**config.mk**
```make
export PLATFORM = sky130hd
export DESIGN_NAME = spi_slave
export DESIGN_NICKNAME = d
export VERILOG_FILES = /design/src/rtl/spi_slave_pkg.sv /design/src/rtl/spi_sync_edge.sv /design/src/rtl/spi_slave.sv
export SDC_FILE = /design/constraint.sdc
export NUM_CORES = 1
export LEC_CHECK = 0
export ABC_CLOCK_PERIOD_IN_PS = 4360
export BUFFER_PORTS_ARGS = -buffer_cell sky130_fd_sc_hd__buf_2
export CORE_UTILIZATION = 40
export CTS_BUF_LIST = sky130_fd_sc_hd__clkbuf_8 sky130_fd_sc_hd__clkbuf_16
export DETAILED_ROUTE_END_ITERATION = 8
export HOLD_SLACK_MARGIN = 0.06
export PLACE_DENSITY_LB_ADDON = 0.12
export SLEW_MARGIN = 20
export SYNTH_ARGS = -nofsm -noshare
export SYNTH_HDL_FRONTEND = slang
export SYNTH_SLANG_ARGS = --single-unit
```
**constraint.sdc**
```tcl
create_clock -name clk50m -period 4.36 [get_ports clk50m]
set_clock_uncertainty 0.05 [all_clocks]
set_input_delay 0.654 -clock clk50m [delete_from_list [all_inputs] [get_ports clk50m]]
set_output_delay 0.654 -clock clk50m [all_outputs]
set_load 0.02 [all_outputs]
```
**src/rtl/spi_slave_pkg.sv**
```systemverilog
// Shared types and defaults for the SPI responder.
package spi_slave_pkg;
  typedef enum logic {IDLE, SHIFT} state_t;

  localparam int DEF_DATA_W      = 8;
  localparam int DEF_SYNC_STAGES = 2;
  localparam logic [DEF_DATA_W-1:0] DEF_IDLE_WORD = '1;

  // Wide enough to hold the value DATA_W itself, not just DATA_W-1.
  function automatic int cnt_width(input int data_w);
    return $clog2(data_w + 1);
  endfunction
endpackage

```
**src/rtl/spi_sync_edge.sv**
```systemverilog
// Multi-flop synchronizer, and a synchronizer with rise/fall pulse detection.
module spi_sync #(
  parameter int   STAGES  = 2,
  parameter logic RST_VAL = 1'b0
) (
  input  logic clk50m,
  input  logic rst_n,
  input  logic d,
  output logic q
);
  logic [STAGES-1:0] chain;

  always_ff @(posedge clk50m or negedge rst_n) begin
    if (!rst_n) chain <= {STAGES{RST_VAL}};
    else        chain <= {chain[STAGES-2:0], d};
  end

  assign q = chain[STAGES-1];
endmodule

module spi_sync_edge #(
  parameter int   SYNC_STAGES = 2,
  parameter logic RST_VAL     = 1'b0
) (
  input  logic clk50m,
  input  logic rst_n,
  input  logic d,
  output logic rise,
  output logic fall
);
  logic lvl;
  logic prev;

  spi_sync #(.STAGES(SYNC_STAGES), .RST_VAL(RST_VAL)) u_sync (
    .clk50m (clk50m),
    .rst_n  (rst_n),
    .d      (d),
    .q      (lvl)
  );

  always_ff @(posedge clk50m or negedge rst_n) begin
    if (!rst_n) prev <= RST_VAL;
    else        prev <= lvl;
  end

  assign rise = lvl & ~prev;
  assign fall = ~lvl & prev;
endmodule

```
**src/rtl/spi_slave.sv**
```systemverilog
// SPI mode-0 responder oversampled in the clk50m domain, one-entry tx holding register.
// Define SPI_SLAVE_LSB_FIRST_EN for LSB-first shifting; default is MSB first.
module spi_slave
  import spi_slave_pkg::*;
#(
  parameter int DATA_W      = DEF_DATA_W,
  parameter int SYNC_STAGES = DEF_SYNC_STAGES,
  parameter logic [DATA_W-1:0] IDLE_WORD = {DATA_W{1'b1}}
) (
  input  logic              clk50m,
  input  logic              rst_n,
  input  logic              spi_ss,
  input  logic              spi_sclk,
  input  logic              spi_mosi,
  output logic              spi_miso,
  output logic              spi_miso_oe,
  input  logic [DATA_W-1:0] tx_data,
  input  logic              tx_valid,
  output logic              tx_ready,
  output logic [DATA_W-1:0] rx_data,
  output logic              rx_valid,
  output logic              busy
);
  localparam int CNT_W = cnt_width(DATA_W);
  localparam logic [CNT_W-1:0] CNT_FULL = CNT_W'(DATA_W);

  logic ss_rise, ss_fall, sclk_rise, sclk_fall, mosi_s;

  spi_sync_edge #(.SYNC_STAGES(SYNC_STAGES), .RST_VAL(1'b1)) u_ss (
    .clk50m (clk50m), .rst_n (rst_n), .d (spi_ss), .rise (ss_rise), .fall (ss_fall)
  );

  spi_sync_edge #(.SYNC_STAGES(SYNC_STAGES), .RST_VAL(1'b0)) u_sclk (
    .clk50m (clk50m), .rst_n (rst_n), .d (spi_sclk), .rise (sclk_rise), .fall (sclk_fall)
  );

  spi_sync #(.STAGES(SYNC_STAGES), .RST_VAL(1'b0)) u_mosi (
    .clk50m (clk50m), .rst_n (rst_n), .d (spi_mosi), .q (mosi_s)
  );

  state_t            state;
  logic [CNT_W-1:0]  bit_cnt;
  logic [DATA_W-1:0] tx_shift, rx_shift, hold_dat;
  logic              hold_full;

  logic [DATA_W-1:0] load_word, load_rest, tx_rest, rx_next;
  logic              load_bit, tx_bit;

  assign load_word = hold_full ? hold_dat : IDLE_WORD;

`ifdef SPI_SLAVE_LSB_FIRST_EN
  assign load_bit  = load_word[0];
  assign load_rest = load_word >> 1;
  assign tx_bit    = tx_shift[0];
  assign tx_rest   = tx_shift >> 1;
  assign rx_next   = {mosi_s, rx_shift[DATA_W-1:1]};
`else
  assign load_bit  = load_word[DATA_W-1];
  assign load_rest = load_word << 1;
  assign tx_bit    = tx_shift[DATA_W-1];
  assign tx_rest   = tx_shift << 1;
  assign rx_next   = {rx_shift[DATA_W-2:0], mosi_s};
`endif

  assign tx_ready = ~hold_full;

  always_ff @(posedge clk50m or negedge rst_n) begin
    if (!rst_n) begin
      state       <= IDLE;
      bit_cnt     <= '0;
      tx_shift    <= '0;
      rx_shift    <= '0;
      hold_dat    <= '0;
      hold_full   <= 1'b0;
      spi_miso    <= 1'b1;
      spi_miso_oe <= 1'b0;
      rx_data     <= '0;
      rx_valid    <= 1'b0;
      busy        <= 1'b0;
    end else begin
      rx_valid <= 1'b0;
      case (state)
        IDLE: begin
          if (ss_fall) begin
            state       <= SHIFT;
            busy        <= 1'b1;
            spi_miso_oe <= 1'b1;
            spi_miso    <= load_bit;
            tx_shift    <= load_rest;
            hold_full   <= 1'b0;
            bit_cnt     <= '0;
          end
        end
        SHIFT: begin
          if (bit_cnt == CNT_FULL) begin
            rx_data  <= rx_shift;
            rx_valid <= 1'b1;
            bit_cnt  <= '0;
          end
          // ss edge takes priority over any sclk edge seen in the same cycle.
          if (ss_rise) begin
            state       <= IDLE;
            busy        <= 1'b0;
            spi_miso_oe <= 1'b0;
            spi_miso    <= 1'b1;
            bit_cnt     <= '0;
          end else if (sclk_rise) begin
            rx_shift <= rx_next;
            bit_cnt  <= bit_cnt + 1'b1;
          end else if (sclk_fall) begin
            if (bit_cnt == '0) begin
              spi_miso  <= load_bit;
              tx_shift  <= load_rest;
              hold_full <= 1'b0;
            end else begin
              spi_miso <= tx_bit;
              tx_shift <= tx_rest;
            end
          end
        end
        default: state <= IDLE;
      endcase
      // A handshake coinciding with a reload lands after it, so it waits for the next word.
      if (tx_valid && !hold_full) begin
        hold_dat  <= tx_data;
        hold_full <= 1'b1;
      end
    end
  end
endmodule

```
==> results.toml <==
[place]
hpwl_mm = 2.18
place_congestion = 0.741
numPortBuffers = 26

[synth]
avgSynthCellArea_um2 = 13.9
synthSimpleGateAreaFrac = 0.123
muxShareOfSynthArea = 0.164
syn-num-nets = 166
synth_top_family_by_area = "multiplexers"
synth_compound_area_frac = 0.0782
synth_ff_type = "dfrtp_1"
synthXorXnorAreaFrac = 0
synth_area_um2 = 2080
syn_inst = 150
synth-seq-area-share = 0.580
ys_ff_latch = 48
synth-edff-count = 0
yosys_warnings = 0
synth_fa_ha_area_frac = 0.0120
synthDistinctLibCells = 41
async_flop_share = 1.00

[sta]
period_share = 0.426
grt_setup_unrepaired = "no"
tightest_slew_ns = 0.658
finalHoldViolCount = 0
fin_crit_ns = 1.86
finalSetupViolations = 0
finalMaxSlewViolations = 0
tns_ns = 0
relSlewSlack = 0.560
whs_ns = 0.303
fmax_ghz = 0.538

[final_layout]
drive_above_1_share = 0.421
num-nets-final = 193
area_growth_syn_to_layout_pct = 12.8
diodes = 0

[clock_network]
cts_tree = "built"
htreeDepth = 2
numClockSinks = 48
root_buffer = "clkbuf_8"
post-cts-setup-buffers = 0
cts_max_path_buffers = 2
cts_hold_buf = 0
ctsResizeCount = 0
path_clk_slew_ns = 0.09
clk_latency_ns = 0.29
cts_buffers = 5

[floorplan]
initial_core_util = 0.429
core.rowCount = 25
fp.dieH_um = 74.1
dieArea_um2 = 5490
io_pins = 27
die_x_um = 74.1
core_area_um2 = 4850

[drt]
dr.first_iter.drc_count = 38
vias = 1157
firstDrtPassIters = 3
wl_per_cell_um = 12.7
drc_errors = 0
ant_nets = 0
vias_per_cell = 4.72
routed_wl_mm = 3.12

[critical_path]
r2r.worst_path.cells = 6
start_kind = "register"
crit_type = "register to output pin"
rrSetupSlack_ns = 2.58
timing.rr.end = "spi_miso$_DFFE_PN1P_"
crit_start = "hold_full$_DFFE_PN0P_"
endpoint = "tx_ready"
worst_ep_required_time_ns = 3.66
path_max_fanout = 8
r2r_start = "bit_cnt[0]$_DFFE_PN0P_"
arrival_ns = 1.15
end_kind = "output pin"

[global_route]
grt_max_degree = 49
antenna_found_initial = 0
grt.total_usage = 0.136
first_global_vias = 1172
grt_pass1_wl_mm = 5.50
overflow = 0

[power_and_ir_drop]
ir_worst_vdd_uv = 231
p_leak_nw = 1.12
power_density_nw_per_um2 = 503

[job]
cap_violations = 0

[min_path]
hold_class = "input pin to async pin"

[run_status]
status = "finished clean"
## critical path, cell delays in order (launching register included)
cell      delay, ns
dfrtp_1        0.41
clkinv_1       0.22
buf_2          0.23
## cell families (layout without fill, tap and decap cells)
| family | after synthesis | count (layout) |
|---|---|---|
| fa+ha+maj | 2 | 2 |
| compound gates | 19 | 19 |
| flops | 48 | 48 |
| buf+inv | 13 | 41 |
| mux | 28 | 28 |
| simple gates | 40 | 40 |
## placed cells by master (no fill, tap or decap), drive strengths merged, types with 2 or more instances in the layout
master  instances
nand2          13
clkinv          2
clkbuf          5
dfrtp          44
dfstp           4
and2b           3
inv             6
o21ai           5
nand2b          3
ha              2
nor3b           7
mux2i           3
nor2            8
nand3           2
mux2           25
o31ai           6
buf            26
## per-stage QoR
| stage | util | area [um^2] | total power (W) | worst slack (ns) | instances |
|---|---|---|---|---|---|
| 2_1_floorplan | - | 2080 | 0.000824 | 2.84 | 150 |
| 5_1_grt | 0.484 | 2350 | 0.00126 | 2.37 | 245 |
| 6_report | 0.484 | 2350 | 0.00118 | 2.50 | 245 |
| 4_1_cts | 0.483 | 2340 | 0.00120 | 2.48 | 245 |
| 3_5_place_dp | 0.460 | 2230 | 0.000877 | 2.48 | 237 |
| 3_3_place_gp | 0.460 | 2230 | 0.000866 | 2.55 | 237 |
## report_power, final
part / switching, W / internal, W
sequential: 0.0000698 / 0.000556
combinational: 0.000103 / 0.000136
clock: 0.000145 / 0.000170
total: 0.000318 / 0.000862
## per-layer routing
metal	wire (um)	vias up	track usage	part of all wire
met5	0	-	0	0
met1	1560	560	0.182	0.50
met4	51	0	0.0577	0.016
met2	1400	21	0.207	0.45
met3	116	5	0.0407	0.037
li1	-	571	-	-
## synthesized netlist by cell type, types with 2 or more instances
| library cell | instances | area (um^2) |
|---|---|---|
| mux2i_1 | 3 | 30.0 |
| nand2_1 | 12 | 45.0 |
| dfstp_2 | 4 | 105 |
| buf_6 | 3 | 33.8 |
| inv_1 | 6 | 22.5 |
| dfrtp_1 | 44 | 1100 |
| o21ai_0 | 3 | 15.0 |
| nor3b_1 | 6 | 45.0 |
| nor2_1 | 8 | 30.0 |
| mux2_2 | 17 | 191 |
| mux2_4 | 8 | 120 |
| ha_1 | 2 | 25.0 |
| o31ai_1 | 6 | 45.0 |
## worst min-delay path by stage
stage	from	to	slack, ns	cells after the start
floorplan	u_mosi.chain[0]$_DFF_PN0_	u_mosi.chain[1]$_DFF_PN0_	0.28	0
global placement	u_mosi.chain[0]$_DFF_PN0_	u_mosi.chain[1]$_DFF_PN0_	0.29	0
detailed placement	u_mosi.chain[0]$_DFF_PN0_	u_mosi.chain[1]$_DFF_PN0_	0.29	0
CTS	u_ss.u_sync.chain[0]$_DFF_PN1_	u_ss.u_sync.chain[1]$_DFF_PN1_	0.31	0
global route	u_ss.u_sync.chain[0]$_DFF_PN1_	u_ss.u_sync.chain[1]$_DFF_PN1_	0.32	0
finish	rst_n	bit_cnt[2]$_DFFE_PN0P_	0.30	1
## state kept, by name, summed over array words and instances (netlist names), 2 cells and up
register             count
rx_shift                 8
u_mosi.chain             2
hold_dat                 8
u_ss.u_sync.chain        2
bit_cnt                  4
rx_data                  8
tx_shift                 7
u_sclk.u_sync.chain      2
## cell type report
type	instances	area, um^2
fillers	451	2500
clock inverters	3	42.5
inverters	7	26.3
flip-flops and latches	48	1210
repair buffers	26	133
multi-input cells	89	786
clock buffers	5	68.8
well taps	67	83.8
Power figures use the tool's default switching activity.
